File: src/rtl/cone_seu_err_monitor.sv
// cone_seu_err_monitor
//   Clocked golden-vs-faulty cone comparator for SEE campaigns. Over a window
//   of win_len valid samples it counts mismatching samples (err_cnt), per
//   channel mismatches (readable via rd_ch/rd_cnt), keeps a sticky mismatch
//   mask and the index of the first mismatching sample. All counters saturate.
//
//   Ports: clk, rst (async, active high), start/win_len (campaign kick-off),
//          in_valid/gold/dut (sample stream), rd_ch -> rd_cnt (count readout),
//          busy/done (status), err_any/err_mask/err_cnt/first_err_idx/
//          first_err_vld (statistics).
//   Optional: define SEE_INJECT_EN to add inj/inj_ch, which flip dut[inj_ch]
//          on an accepted sample to emulate an SEU for self-test.
//
//   Latency: a sample presented in cycle t shows up in the statistics in t+2
//   (stage 1 register, stage 2 compare/update). DRAIN covers the extra stage,
//   so done rises in the same cycle the last sample's stats become visible.

// Per-channel saturating mismatch counter.
module cone_seu_ch_cnt #(
  parameter int CNT_W = 16
) (
  input  logic             clk,
  input  logic             rst,
  input  logic             clr_i,
  input  logic             inc_i,
  output logic [CNT_W-1:0] cnt_o
);
  logic [CNT_W-1:0] cnt_q;

  always_ff @(posedge clk or posedge rst) begin
    if (rst)                     cnt_q <= '0;
    else if (clr_i)              cnt_q <= '0;
    else if (inc_i && ~&cnt_q)   cnt_q <= cnt_q + 1'b1;
  end

  assign cnt_o = cnt_q;
endmodule

module cone_seu_err_monitor #(
  parameter int N_CH  = 8,
  parameter int CNT_W = 16,
  parameter int WIN_W = 20,
  localparam int RD_W = (N_CH > 1) ? $clog2(N_CH) : 1
) (
  input  logic             clk,
  input  logic             rst,
  input  logic             start,
  input  logic [WIN_W-1:0] win_len,
  input  logic             in_valid,
  input  logic [N_CH-1:0]  gold,
  input  logic [N_CH-1:0]  dut,
  input  logic [RD_W-1:0]  rd_ch,
`ifdef SEE_INJECT_EN
  input  logic             inj,
  input  logic [RD_W-1:0]  inj_ch,
`endif
  output logic             busy,
  output logic             done,
  output logic             err_any,
  output logic [N_CH-1:0]  err_mask,
  output logic [CNT_W-1:0] err_cnt,
  output logic [CNT_W-1:0] rd_cnt,
  output logic [WIN_W-1:0] first_err_idx,
  output logic             first_err_vld
);
  localparam logic [WIN_W-1:0] WIN_ONE = 'd1;

  typedef enum logic [1:0] {IDLE, RUN, DRAIN, DONE} state_e;

  state_e           state_q, state_d;
  logic [WIN_W-1:0] win_len_q, idx_q;
  logic             clr, take;

  // FSM: clr marks an accepted start, take an accepted sample
  always_comb begin
    state_d = state_q;
    clr     = 1'b0;
    take    = 1'b0;
    case (state_q)
      IDLE, DONE: if (start) begin
        clr     = 1'b1;
        state_d = (win_len != '0) ? RUN : DONE;
      end
      RUN: if (in_valid) begin
        take = 1'b1;
        if (idx_q == win_len_q - WIN_ONE) state_d = DRAIN;
      end
      DRAIN:   state_d = DONE;
      default: state_d = IDLE;
    endcase
  end

  always_ff @(posedge clk or posedge rst) begin
    if (rst) begin
      state_q   <= IDLE;
      win_len_q <= '0;
      idx_q     <= '0;
    end else begin
      state_q <= state_d;
      if (clr) begin
        win_len_q <= win_len;
        idx_q     <= '0;
      end else if (take) begin
        idx_q <= idx_q + WIN_ONE;
      end
    end
  end

  // Optional SEU emulation: flips one dut bit of an accepted sample
  logic [N_CH-1:0] inj_mask;
`ifdef SEE_INJECT_EN
  always_comb begin
    inj_mask = '0;
    for (int i = 0; i < N_CH; i++)
      inj_mask[i] = inj && (32'(inj_ch) == 32'(i));
  end
`else
  assign inj_mask = '0;
`endif

  // Stage 1: register the sample pair; vld_pipe_q gates everything downstream
  logic             vld_pipe_q;
  logic [N_CH-1:0]  s1_gold_q, s1_dut_q;
  logic [WIN_W-1:0] s1_idx_q;

  always_ff @(posedge clk or posedge rst) begin
    if (rst) begin
      vld_pipe_q <= 1'b0;
      s1_gold_q  <= '0;
      s1_dut_q   <= '0;
      s1_idx_q   <= '0;
    end else begin
      vld_pipe_q <= take;
      s1_gold_q  <= gold;
      s1_dut_q   <= dut ^ inj_mask;
      s1_idx_q   <= idx_q;
    end
  end

  // Stage 2: compare and update statistics
  logic [N_CH-1:0]  diff;
  logic             hit;
  logic [CNT_W-1:0] err_cnt_q;
  logic [N_CH-1:0]  err_mask_q;
  logic [WIN_W-1:0] first_idx_q;
  logic             first_vld_q;

  assign diff = s1_gold_q ^ s1_dut_q;
  assign hit  = vld_pipe_q && (diff != '0);

  always_ff @(posedge clk or posedge rst) begin
    if (rst) begin
      err_cnt_q   <= '0;
      err_mask_q  <= '0;
      first_idx_q <= '0;
      first_vld_q <= 1'b0;
    end else if (clr) begin
      err_cnt_q   <= '0;
      err_mask_q  <= '0;
      first_idx_q <= '0;
      first_vld_q <= 1'b0;
    end else if (hit) begin
      if (~&err_cnt_q) err_cnt_q <= err_cnt_q + 1'b1;
      err_mask_q <= err_mask_q | diff;
      if (!first_vld_q) begin
        first_idx_q <= s1_idx_q;
        first_vld_q <= 1'b1;
      end
    end
  end

  logic [N_CH-1:0][CNT_W-1:0] ch_cnt;

  for (genvar g = 0; g < N_CH; g++) begin : g_ch
    cone_seu_ch_cnt #(.CNT_W(CNT_W)) u_cnt (
      .clk   (clk),
      .rst   (rst),
      .clr_i (clr),
      .inc_i (vld_pipe_q && diff[g]),
      .cnt_o (ch_cnt[g])
    );
  end

  assign rd_cnt        = (32'(rd_ch) < 32'(N_CH)) ? ch_cnt[rd_ch] : '0;
  assign busy          = (state_q == RUN) || (state_q == DRAIN);
  assign done          = (state_q == DONE);
  assign err_cnt       = err_cnt_q;
  assign err_mask      = err_mask_q;
  // the mask is sticky, so any set bit means a mismatch was seen
  assign err_any       = |err_mask_q;
  assign first_err_idx = first_idx_q;
  assign first_err_vld = first_vld_q;
endmodule

File: config.mk
export PLATFORM = sky130hd
export DESIGN_NAME = cone_seu_err_monitor
export DESIGN_NICKNAME = d
export VERILOG_FILES = /design/src/rtl/cone_seu_err_monitor.sv
export SDC_FILE = /design/constraint.sdc
export NUM_CORES = 1
export LEC_CHECK = 0
export ABC_AREA = 1
export ABC_CLOCK_PERIOD_IN_PS = 6700
export BUFFER_PORTS_ARGS = -buffer_cell sky130_fd_sc_hd__clkbuf_2
export CORE_ASPECT_RATIO = 0.8
export CORE_UTILIZATION = 40
export DETAILED_ROUTE_END_ITERATION = 8
export GPL_TIMING_DRIVEN = 0
export SLEW_MARGIN = 20
export SYNTH_ARGS = -nofsm -noshare
export SYNTH_HDL_FRONTEND = slang
export SYNTH_SLANG_ARGS = --single-unit
File: constraint.sdc
create_clock -name clk -period 6.7 [get_ports clk]
set_clock_uncertainty 0.15 [all_clocks]
set_input_delay 0 -clock clk [delete_from_list [all_inputs] [get_ports clk]]
set_output_delay 0 -clock clk [all_outputs]
set_load 0.03 [all_outputs]
# --- Word-level counts from Yosys, hierarchy flattened ---
# Cells that the tools add are included.
word_totals:
  mem_count: 0
  output_inout_bits: 64
  mem_bits_ro: 0
  ff_bits: 252
  ram_bits: 0
  latchBits: 0
op_classes:
  add_sub_neg: 11
  shifts: 0
  n_div: 0
  n_mul: 0
  mux: 39
  order_cmp: 1
  bitwise_logic: 2
  eq_ne: 9
  reduce_logical: 53
op_table:
  columns: ["cell", "n"]
  rows:
  - ["$mux W16", 20]
  - ["$add A16 B1 Y16 const B", 9]
  - ["$reduce_and A16 Y1", 9]
  - ["$mux W20", 5]
  - ["$bmux W16 S3", 1]
  - ["$add A20 B1 Y20 const B", 1]
  - ["$eq A20 B20 Y1", 1]
  - ["$reduce_bool A2 Y1", 10]
  - ["$reduce_bool A20 Y1", 1]
  - ["$sub A20 B1 Y20 const B", 1]
  - ["$logic_and A1 B1 Y1", 17]
  - ["$mux W8", 2]
  - ["$ne A2 B2 Y1 const B", 5]
  - ["$logic_not A1 Y1", 8]
  - ["$mux W2", 4]
  - ["$or A8 B8 Y8", 1]
  - ["$reduce_bool A8 Y1", 1]
  - ["$reduce_or A8 Y1", 1]
  - ["$xor A8 B8 Y8", 1]
  - ["$mux W1", 6]
  - ["$pmux W2 S3", 1]
  - ["$eq A2 B2 Y1 const B", 2]
  - ["$lt A3 B4 Y1 const B", 1]
  - ["$reduce_and A2 Y1", 2]
  - ["other kinds (5)", 5]

# --- Depth between registers and ports, before layout ---
logic_depth:
  ltp_word: 5
  ltp_mapped: 16
  depth_no_buf: 16

# --- Modules after synthesis ---
# A second synthesis with hierarchy kept.
hier_totals:
  cells_unflattened: 2275
  hier_area_um2: 16101.7
by_module_without_submodules:
  columns: ["module", "seq_area_each_um2", "area_each_um2", "cells_each", "instances"]
  rows:
  - ["cone_seu_ch_cnt", 400.4, 1086.0, 157, 8]
  - ["cone_seu_err_monitor", 3103.0, 7413.4, 1019, 1]

# --- Worst setup path after synthesis ---
# No wires, ideal clock.
synth_timing:
  path_kind: "reg-to-reg"
  startpoint: "reg err_cnt_q[0] (netlist: err_cnt[0])"
  endpoint: "reg err_cnt_q[2] (netlist: err_cnt[2])"
  t_arrival_ns: 1.814
  path_slack_ns: 4.616
  stages_incl_launch_ff: 11
  path_buffers: 2
  setup_time_ns: 0.120
  path_cell_list: "dfrtp_1 -> ha_1 -> inv_1 -> nor3_2 -> nand2_1 -> nor2_1 -> o21ai_1 -> buf_2 -> buf_2 -> a21oi_1 -> nor2_1"
synth_via:
  elab_chain_cells: 4
  word_cells_on_any_way: 7
  cone_classes: "add/sub (1); eq/ne (1); mux (3); reduce/logical (2)"
synth_rtl:
  columns: ["element", "line", "source"]
  rows:
  - ["from (decl)", "143", "logic [CNT_W-1:0] err_cnt_q;"]
  - ["from (signal assigned)", "163", "if (~&err_cnt_q) err_cnt_q <= err_cnt_q + 1'b1;"]
  - ["$add A16 B1 Y16", "163", null]
  - ["$mux W16", "163", null]
  - ["$mux W16", "162", "end else if (hit) begin"]
  - ["$mux W16", "157", "end else if (clr) begin"]
# Several ways; a longest one is shown, not always the timed one. The select of a mux whose other input is x is not followed.
# A chain may end at the register's enable or synchronous reset.

# --- Final worst setup path ---
layout_timing:
  startpoint: "reg state_q[0]"
  endpoint: "reg win_len_q[8]"
layout_via:
  elab_chain_cells: 3
  word_cells_on_any_way: 4
  cone_classes: "eq/ne (1); mux (1); reduce/logical (2)"
layout_rtl:
  columns: ["element", "line", "source"]
  rows:
  - ["from (decl)", "70", "state_e state_q, state_d;"]
  - ["from (signal assigned)", "99", "state_q <= state_d;"]
  - ["$eq A2 B2 Y1 or $logic_not A2 Y1 (tied branches)", "79", "case (state_q)"]
  - ["$reduce_or A2 Y1 (*)", "79", null]
  - ["$mux W1 (*)", "79", null]
  - ["to (signal assigned)", "101", "win_len_q <= win_len;"]
  - ["to (decl)", "71", "logic [WIN_W-1:0] win_len_q, idx_q;"]
# Mark *: on every way between the ends. The rest lies on a longest branch, timed or not.

==> impl_metrics.py <==
metrics = {
    "outcome": {
        "status": "completed",
    },
    "sta": {
        "finalSetupViolCount": 0,
        "final.min_clock_period_ps": 3200,
        "rsz0062_at_grt": "no",
        "tns_ps": 0,
        "worst_hold_slack_ps": 33.3,
        "max_clock_freq_ghz": 0.313,
        "slew_viol_final": 0,
        "worst_pin_slew_ps": 1160,
        "max_slew_margin_pct": 22.7,
        "post-route-period-util_pct": 47.7,
        "hold_viol": 0,
    },
    "final_layout": {
        "nNetsFinal": 2025,
        "final_area_um2": 16300,
        "syn_to_final_growth_pct": 19.8,
        "final_cell_mix": "nand2_1 (332), dfrtp_1 (252), inv_1 (230), o21ai_0 (180), nor2_1 (154)",
        "final_common_cell": "nand2_1",
        "drive_above_1_share_pct": 10.9,
    },
    "clocking": {
        "clkLatencyLatePin_ps": 570,
        "clockBufferDepth": 3,
        "htreeDepth": 1,
        "cts.sink_count": 252,
        "cts-hold-fix-buffers": 56,
        "cts_root_buf": "clkbuf_16",
        "cts_setup_buffers": 0,
        "cts_tree": "done",
        "numCtsBuffers": 29,
        "cts.repair.resized": 0,
        "path_clk_slew_ps": 60,
    },
    "drt": {
        "drt_iter0_markers": 1030,
        "wl_um": 42800,
        "drc": 0,
        "ant_nets": 0,
        "viasPerCell": 5.33,
        "dr.pass1.iters": 6,
        "via_count": 12917,
        "wl_per_cell_um": 17.6,
    },
    "logic_synthesis": {
        "synth_compound_area_share_pct": 16.0,
        "yosys.area_share.simple_pct": 25.6,
        "synthCells": 1768,
        "ys_seq_area_share_pct": 46.3,
        "synth_top_family_by_area": "simple AND/OR/NAND/NOR gates",
        "synth_edf_count": 0,
        "ys_seq_elements": 252,
        "yosys_warnings": 0,
        "syn_avg_cell_area_um2": 7.70,
        "synth-xor-area-share_pct": 2.25,
        "async_reset_ff_share_pct": 100,
        "synthDistinctLibCells": 48,
        "synth_nets": 1824,
        "ys.flop_type": "dfrtp_1",
        "synth_area_um2": 13600,
        "synth_fa_ha_area_share_pct": 1.20,
        "synth_mux_area_share_pct": 0.165,
    },
    "floorplan": {
        "die-area_um2": 34800,
        "io-pin-count": 107,
        "row_count": 60,
        "dieHeight_um": 167,
        "die_w_um": 208,
        "initial_core_util_pct": 40.6,
        "core_um2": 33600,
    },
    "global_routing": {
        "antenna_found_initial": 0,
        "grt_usage_pct": 24.8,
        "grt_max_degree": 35,
        "overflow": 0,
        "first_global_vias": 12098,
        "grt_pass1_wl_um": 67500,
    },
    "setup_path": {
        "critPathKind": "register to register",
        "endpoint_kind": "register",
        "worstSetupStartpointType": "register",
        "worstPathRequired_ps": 7060,
        "cp.arrival_ps": 3550,
        "rr_worst_depth": 7,
        "cp_max_fo": 10,
    },
    "place": {
        "portBuffers": 106,
        "place_area_um2": 14800,
        "gp_congestion": 0.953,
        "dp_hpwl_um": 31200,
    },
    "pwr": {
        "power_leakage_nw": 7.33,
        "p_total_mw": 5.17,
        "power_density_nw_per_um2": 317,
        "peakVddDrop_mv": 0.245,
    },
    "min_path": {
        "min_path_cells": 4,
        "hp-class": "primary input to register",
    },
    "flow_run": {
        "maxCapViolCount": 0,
    },
}
[critical path, stage by stage (launching register included)]
cell and delay (ps):
dfrtp_1 400, ha_1 330, nand2_1 270, inv_2 350
buf_1 570, clkbuf_1 830, nand2_1 120, nand2_1 100
[synthesized netlist by cell type, types with 13 or more instances]
cell	count	area, um^2
dfrtp_1	252	6310
nand2_1	332	1250
a21oi_1	142	711
nor2_1	154	578
a31oi_1	24	150
xor2_1	26	228
nor3_1	62	310
inv_1	231	867
nand3_1	116	581
o21ai_0	181	906
nor4_1	17	106
o21a_1	23	173
nand4_1	32	200
clkbuf_1	39	146
ha_1	13	163
[metrics by stage]
step,utilization [%],std cells,worst slack (ps)
2_1_floorplan,-,1768,3230
6_report,48.6,2424,3500
3_3_place_gp,43.8,2308,1540
5_1_grt,48.6,2423,3340
3_5_place_dp,44.2,2316,3500
4_1_cts,48.6,2423,3470
[flip-flops by register name, indices dropped and copies added (netlist names)]
register	cells
err_cnt	16
err_mask	8
first_err_idx	20
first_err_vld	1
g_ch.u_cnt.cnt_o	128
idx_q	20
s1_dut_q	8
s1_gold_q	8
s1_idx_q	20
state_q	2
vld_pipe_q	1
win_len_q	20
[final timing paths]
kind,startpoint,end,slack [ps]
max,state_q[0]$_DFFE_PP0P_,win_len_q[8]$_DFFE_PP0P_,3500
min,win_len[9],win_len_q[9]$_DFFE_PP0P_,30
max reg2reg,state_q[0]$_DFFE_PP0P_,win_len_q[8]$_DFFE_PP0P_,3500
min reg2reg,idx_q[3]$_DFFE_PP0P_,s1_idx_q[3]$_DFF_PP0_,250
max in group asynchronous,rst,g_ch[6].u_cnt.cnt_o[15]$_DFFE_PP0P_,4970
min in group asynchronous,rst,err_cnt[9]$_DFFE_PP0P_,290
[routing by layer]
layer | wire length [um] | global-route usage (%) | up-vias
met5 | 0 | 0 | -
met4 | 1340 | 7.99 | 0
met3 | 2600 | 3.68 | 70
met2 | 18200 | 36.5 | 372
met1 | 20600 | 37.3 | 6189
li1 | - | - | 6286
[logic make-up (layout without fill, tap and decap cells)]
logic type | Yosys count | after routing
AOI/OAI and AO/OA | 400 | 400
xor gates and xnor gates | 35 | 35
adders and majority gates | 13 | 13
buffers and inverters | 297 | 518
DFF | 252 | 252
muxes | 2 | 2
other | 0 | 1
and+or+nand+nor | 769 | 769
[cell type report]
| class | count | area, um^2 |
|---|---|---|
| antenna | 1 | 2.50 |
| multi-input combinational | 1219 | 6160 |
| buffer | 57 | 241 |
| clock inverter | 13 | 80.1 |
| timing repair buffer | 170 | 1250 |
| clock buffer | 38 | 810 |
| tap | 434 | 543 |
| fill | 3348 | 17300 |
| sequential | 252 | 6310 |
| inverter | 240 | 907 |
[power by group]
part	switching, mW	internal (mW)	total (mW)
Sequential	0.194	1.70	1.90
Combinational	1.27	0.491	1.76
Clock	0.662	0.847	1.51
Power figures use the tool's default switching activity.
